**src/rtl/jk_count_sequencer_pkg.sv**
```systemverilog
// Shared types and JK control codes for the JK-cell counter sequencer.
// The command, state and cell-control encodings live here so top and bench agree.
package jk_seq_pkg;

  typedef enum logic [1:0] {
    OP_CLEAR = 2'd0,
    OP_LOAD  = 2'd1,
    OP_UP    = 2'd2,
    OP_DOWN  = 2'd3
  } op_e;

  typedef enum logic [1:0] {
    S_IDLE = 2'd0,
    S_EXEC = 2'd1,
    S_DONE = 2'd2
  } state_e;

  localparam logic [1:0] JK_HOLD = 2'b00;
  localparam logic [1:0] JK_CLR  = 2'b01;
  localparam logic [1:0] JK_SET  = 2'b10;
  localparam logic [1:0] JK_TOG  = 2'b11;

  // A loaded bit is forced with set/clear so the cell ignores its old value.
  function automatic logic [1:0] jk_for_bit(input logic d);
    if (d) begin
      return JK_SET;
    end else begin
      return JK_CLR;
    end
  endfunction

endpackage

```
**src/rtl/jk_cell.sv**
```systemverilog
// Single JK flip-flop cell, falling-edge clocked, asynchronously cleared.
module jk_cell (
  input  logic elk,
  input  logic reset,
  input  logic j,
  input  logic k,
  output logic q
);

  logic q_q;

  // JK state update: hold / clear / set / toggle.
  always_ff @(negedge elk or negedge reset) begin
    if (!reset) begin
      q_q <= 1'b0;
    end else begin
      case ({j, k})
        2'b00:   q_q <= q_q;
        2'b01:   q_q <= 1'b0;
        2'b10:   q_q <= 1'b1;
        2'b11:   q_q <= ~q_q;
        default: q_q <= q_q;
      endcase
    end
  end

  assign q = q_q;

endmodule

```
**src/rtl/jk_count_sequencer.sv**
```systemverilog
// Command-driven sequencer for a WIDTH-bit counter made of JK cells.
// Accepts clear/load/up-to/down-to commands and pulses done with a wrap flag.
module jk_count_sequencer
  import jk_seq_pkg::*;
#(
  parameter int WIDTH = 4
) (
  input  logic             elk,
  input  logic             reset,
  input  logic             cmd_valid,
  output logic             cmd_ready,
  input  logic [1:0]       cmd_op,
  input  logic [WIDTH-1:0] cmd_data,
  output logic [WIDTH-1:0] count,
  output logic             busy,
  output logic             done,
  output logic             wrapped
);

  state_e                  state_q, state_d;
  op_e                     op_q, op_d;
  logic [WIDTH-1:0]        data_q, data_d;
  logic                    wrap_q, wrap_d;
  logic                    ready_q, busy_q, done_q, wrapped_q;

  logic [WIDTH-1:0]        count_s;
  logic [WIDTH-1:0]        tog_s;
  logic [WIDTH-1:0]        next_s;
  logic                    dir_down_s;
  logic                    at_target_s;
  logic                    hit_s;
  logic                    wrap_step_s;
  logic [WIDTH-1:0][1:0]   jk_s;

  for (genvar gi = 0; gi < WIDTH; gi++) begin : g_cell
    jk_cell u_cell (
      .elk   (elk),
      .reset (reset),
      .j     (jk_s[gi][1]),
      .k     (jk_s[gi][0]),
      .q     (count_s[gi])
    );
  end

  assign dir_down_s  = (op_q == OP_DOWN);
  assign next_s      = count_s ^ tog_s;
  assign at_target_s = (count_s == data_q);
  assign hit_s       = (next_s == data_q);
  assign wrap_step_s = dir_down_s ? (count_s == {WIDTH{1'b0}}) : (count_s == {WIDTH{1'b1}});

  // Ripple toggle enables: bit i flips when all lower bits are 1 (up) or 0 (down).
  always_comb begin
    logic carry;
    tog_s = {WIDTH{1'b0}};
    carry = 1'b1;
    for (int i = 0; i < WIDTH; i++) begin
      tog_s[i] = carry;
      carry    = carry & (count_s[i] ^ dir_down_s);
    end
  end

  // Per-cell JK controls; every cell holds outside EXEC.
  always_comb begin
    for (int i = 0; i < WIDTH; i++) begin
      jk_s[i] = JK_HOLD;
      if (state_q == S_EXEC) begin
        case (op_q)
          OP_CLEAR: jk_s[i] = JK_CLR;
          OP_LOAD:  jk_s[i] = jk_for_bit(data_q[i]);
          OP_UP, OP_DOWN: begin
            if (!at_target_s && tog_s[i]) begin
              jk_s[i] = JK_TOG;
            end else begin
              jk_s[i] = JK_HOLD;
            end
          end
          default:  jk_s[i] = JK_HOLD;
        endcase
      end else begin
        jk_s[i] = JK_HOLD;
      end
    end
  end

  // FSM next state, command latch and sticky wrap tracking.
  always_comb begin
    state_d = state_q;
    op_d    = op_q;
    data_d  = data_q;
    wrap_d  = wrap_q;
    case (state_q)
      S_IDLE: begin
        if (cmd_valid) begin
          op_d    = op_e'(cmd_op);
          data_d  = cmd_data;
          wrap_d  = 1'b0;
          state_d = S_EXEC;
        end else begin
          state_d = S_IDLE;
        end
      end
      S_EXEC: begin
        state_d = S_DONE;
        if ((op_q == OP_UP) || (op_q == OP_DOWN)) begin
          // Already at target means a zero-step command: one hold edge, then done.
          if (!at_target_s) begin
            if (wrap_step_s) begin
              wrap_d = 1'b1;
            end else begin
              wrap_d = wrap_q;
            end
            if (hit_s) begin
              state_d = S_DONE;
            end else begin
              state_d = S_EXEC;
            end
          end else begin
            state_d = S_DONE;
          end
        end else begin
          state_d = S_DONE;
        end
      end
      S_DONE:  state_d = S_IDLE;
      default: state_d = S_IDLE;
    endcase
  end

  // State, latch and registered status outputs decoded from the next state.
  always_ff @(negedge elk or negedge reset) begin
    if (!reset) begin
      state_q   <= S_IDLE;
      op_q      <= OP_CLEAR;
      data_q    <= {WIDTH{1'b0}};
      wrap_q    <= 1'b0;
      ready_q   <= 1'b1;
      busy_q    <= 1'b0;
      done_q    <= 1'b0;
      wrapped_q <= 1'b0;
    end else begin
      state_q   <= state_d;
      op_q      <= op_d;
      data_q    <= data_d;
      wrap_q    <= wrap_d;
      ready_q   <= (state_d == S_IDLE);
      busy_q    <= (state_d != S_IDLE);
      done_q    <= (state_d == S_DONE);
      wrapped_q <= (state_d == S_DONE) && wrap_d;
    end
  end

  assign cmd_ready = ready_q;
  assign busy      = busy_q;
  assign done      = done_q;
  assign wrapped   = wrapped_q;
  assign count     = count_s;

endmodule

```
**config.mk**
```make
export PLATFORM = sky130hd
export DESIGN_NAME = jk_count_sequencer
export DESIGN_NICKNAME = d
export VERILOG_FILES = /design/src/rtl/jk_count_sequencer_pkg.sv /design/src/rtl/jk_cell.sv /design/src/rtl/jk_count_sequencer.sv
export SDC_FILE = /design/constraint.sdc
export NUM_CORES = 1
export LEC_CHECK = 0
export ABC_AREA = 1
export ABC_CLOCK_PERIOD_IN_PS = 1400
export CORE_MARGIN = 2
export CORE_UTILIZATION = 40
export DETAILED_ROUTE_END_ITERATION = 12
export PLACE_DENSITY = 0.66
export SYNTH_ARGS = -nofsm -noshare
export SYNTH_HDL_FRONTEND = slang
export SYNTH_HIERARCHICAL = 1
export SYNTH_SLANG_ARGS = --single-unit
```
**constraint.sdc**
```tcl
create_clock -name elk -period 1.4 [get_ports elk]
set_clock_uncertainty 0.05 [all_clocks]
set_input_delay 0.14 -clock elk [delete_from_list [all_inputs] [get_ports elk]]
set_output_delay 0.14 -clock elk [all_outputs]
set_load 0.02 [all_outputs]
```
==> flow_summary.yaml <==
route:
  drc: 0
  ant_nets: 0
  vias: 988
  drt-vias-per-instance: 4.64
  drt-wirelength-per-cell_microns: 11.0
  wl_microns: 2350
  firstDrtPassIters: 4
  first_iter_violations: 15
global_routing:
  antenna_found_initial: 0
  track_usage: 0.192
  grt_pass1_wl_microns: 4060
  grt_max_degree: 11
  grt_pass1_vias: 989
  grt_overflow: 0
worst_setup_path:
  regToRegStartpoint: "g_cell[1].u_cell/q$_DFFE_NN0P_"
  cp_slowest_cell: "dfstp_2"
  path_class: "flop to output pin"
  cp_top_family: "flip-flops"
  arrival_ns: 1.67
  path_max_fanout: 1
  worstPathCellList: "buf_6"
  crit_path_start_kind: "flop"
  startpoint: "cmd_ready$_DFF_NN1_"
  r2r_cells: 11
  crit_path_max_incr_delay_ns: 0.52
  reg2reg_to: "g_cell[3].u_cell/q$_DFFE_NN0P_"
  cp-end-kind: "output pin"
  cp.buffers_inverters: 1
  reg2reg_setup_slack_ns: -0.16
  cp_data_required_time_ns: 1.21
cells_and_area:
  layout_common_cells: "36 x nand2_1, 24 x inv_1, 22 x buf_4"
  num_antenna_cells: 0
  layout.cells.most_common: "nand2_1"
  multi_input_area_sq_um: 542
  final_nets: 193
  stdcell_count: 213
  synthToLayoutAreaGrowth_pct: 54.4
  num-fill-cells: 200
  regArea_sq_um: 427
  drive_gt1_frac: 0.432
synth:
  synth.yosys.seq_area_share: 0.426
  syn_inst: 136
  synth_cell_types: 21
  avgSynthCellArea_sq_um: 7.36
  ys_warn_count: 6
  synth_nets: 145
  synth_seq_cells: 17
  synthesis.area_sq_um: 1000
die:
  start_util: 0.412
  core.rowCount: 18
  dieArea_sq_um: 2920
  io_pins: 17
  core_area_sq_um: 2430
  die_width_microns: 54.0
  die_h_microns: 54.0
timing:
  slew_viol_final: 0
  worst_slack_ns: -0.459
  worst_hold_slack_ns: 0.413
  setup_viol: 16
  tns_ns: -3.64
  slew_headroom: 0.792
  hold_viol_final: 0
  tightest_slew_ns: 0.309
  rsz0062_at_grt: "true"
placement:
  post-dp-hpwl_microns: 1770
  portBuffers: 16
  gp_congestion: 0.818
  placedCellCount: 205
clock_network:
  clock-sinks: 17
  clk_pin_slew_ns: 0.07
  cts_hold_buf: 0
  h-tree-depth: 1
  cts_buffer_depth: 2
  clock_latency_ns: 0.28
  cts_root_buf: "clkbuf_4"
  cts_tree: "built"
  cts-buffers-inserted: 3
hold_path:
  hp-class: "flop to flop"
  hold_path.startpoint: "wrap_q$_DFF_NN0_"
  holdPathEnd: "wrap_q$_DFF_NN0_"
  hold_depth: 2
outcome:
  violations: "setup timing"
  status: "finished, violations left"
power:
  cellLeakagePower_nw: 0.787
  ir_drop_v: 0.00156
  powerDensity_nw_per_um2: 2310
flow_run:
  maxCapViolCount: 0
## registers in the layout, indices dropped and copies added (netlist names)
register	count
data_q	4
g_cell.u_cell/q	4
op_q	2
state_q	2
busy	1
cmd_ready	1
done	1
wrap_q	1
wrapped	1
## metal layers
layer / global-route usage / vias to the layer above / wire length, microns
li1: - / 509 / -
met1: 0.256 / 465 / 1110
met2: 0.325 / 10 / 1160
met3: 0.0167 / 4 / 40
met4: 0.0708 / 0 / 36
met5: 0 / - / 0
## through the flow
step	utilization	instance area (sq um)	worst slack [ns]	total power, W
floorplan	-	1020	-0.233	0.00209
global route	0.635	1550	-0.508	0.00388
detailed placement	0.570	1390	-0.591	0.00295
global placement	0.570	1390	-0.579	0.00289
finish	0.635	1550	-0.459	0.00357
CTS	0.615	1500	-0.468	0.00343
## cell type report
class | instances | share of cell area
timing repair inverter | 1 | 0.00486
clock inverter | 2 | 0.00567
inverter | 28 | 0.0737
tap | 30 | 0.0243
multi-input combinational | 89 | 0.351
clock buffer | 3 | 0.0146
sequential | 17 | 0.276
timing repair buffer | 43 | 0.250
## synthesized netlist by cell type
cell type,count,share of area
nand3_1,6,0.030
dfrtn_1,16,0.40
nand2_1,40,0.15
xnor2_1,2,0.018
nand2_2,7,0.044
xor2_1,1,0.0088
o211ai_1,1,0.0075
buf_2,1,0.0050
o21ai_2,1,0.0088
inv_2,2,0.0075
nand2_4,2,0.022
inv_1,26,0.097
nand3_2,4,0.040
a21oi_1,7,0.035
clkinv_2,1,0.0050
o21ai_0,8,0.040
dfstp_2,1,0.026
o22ai_2,1,0.012
nor2_2,2,0.012
o21bai_1,1,0.0075
nor2_1,6,0.022
## how the worst max path moves through the flow
stage | end | cells past startpoint
final | cmd_ready | 1
after floorplan | g_cell[1].u_cell/q$_DFFE_NN0P_ | 10
after CTS | cmd_ready | 1
after detailed placement | data_q[2]$_DFFE_NN0P_ | 4
after global placement | cmd_ready | 1
after global routing | cmd_ready | 1
## cells by family (layout without fill, tap and decap cells)
logic type      Yosys count  after routing  share of synthesized area
simple gates             67             67                      0.321
buf+inv                  30             77                      0.115
compound gates           19             19                      0.111
flops                    17             17                      0.426
xor+xnor                  3              3                     0.0263
## timing repair
action | CTS | global route
gates resized for setup | 66 | 10
gates cloned | 1 | 0
setup buffers | 1 | 2
endpoints found under the setup margin | 25 | 23
pin swaps | 2 | 5
## power breakdown
group | switching (W) | total (W) | internal, W
sequential | 0.000146 | 0.000863 | 0.000717
clock | 0.000159 | 0.000268 | 0.000110
combinational | 0.00132 | 0.00244 | 0.00112
total | 0.00162 | 0.00357 | 0.00195
Power figures use the tool's default switching activity.
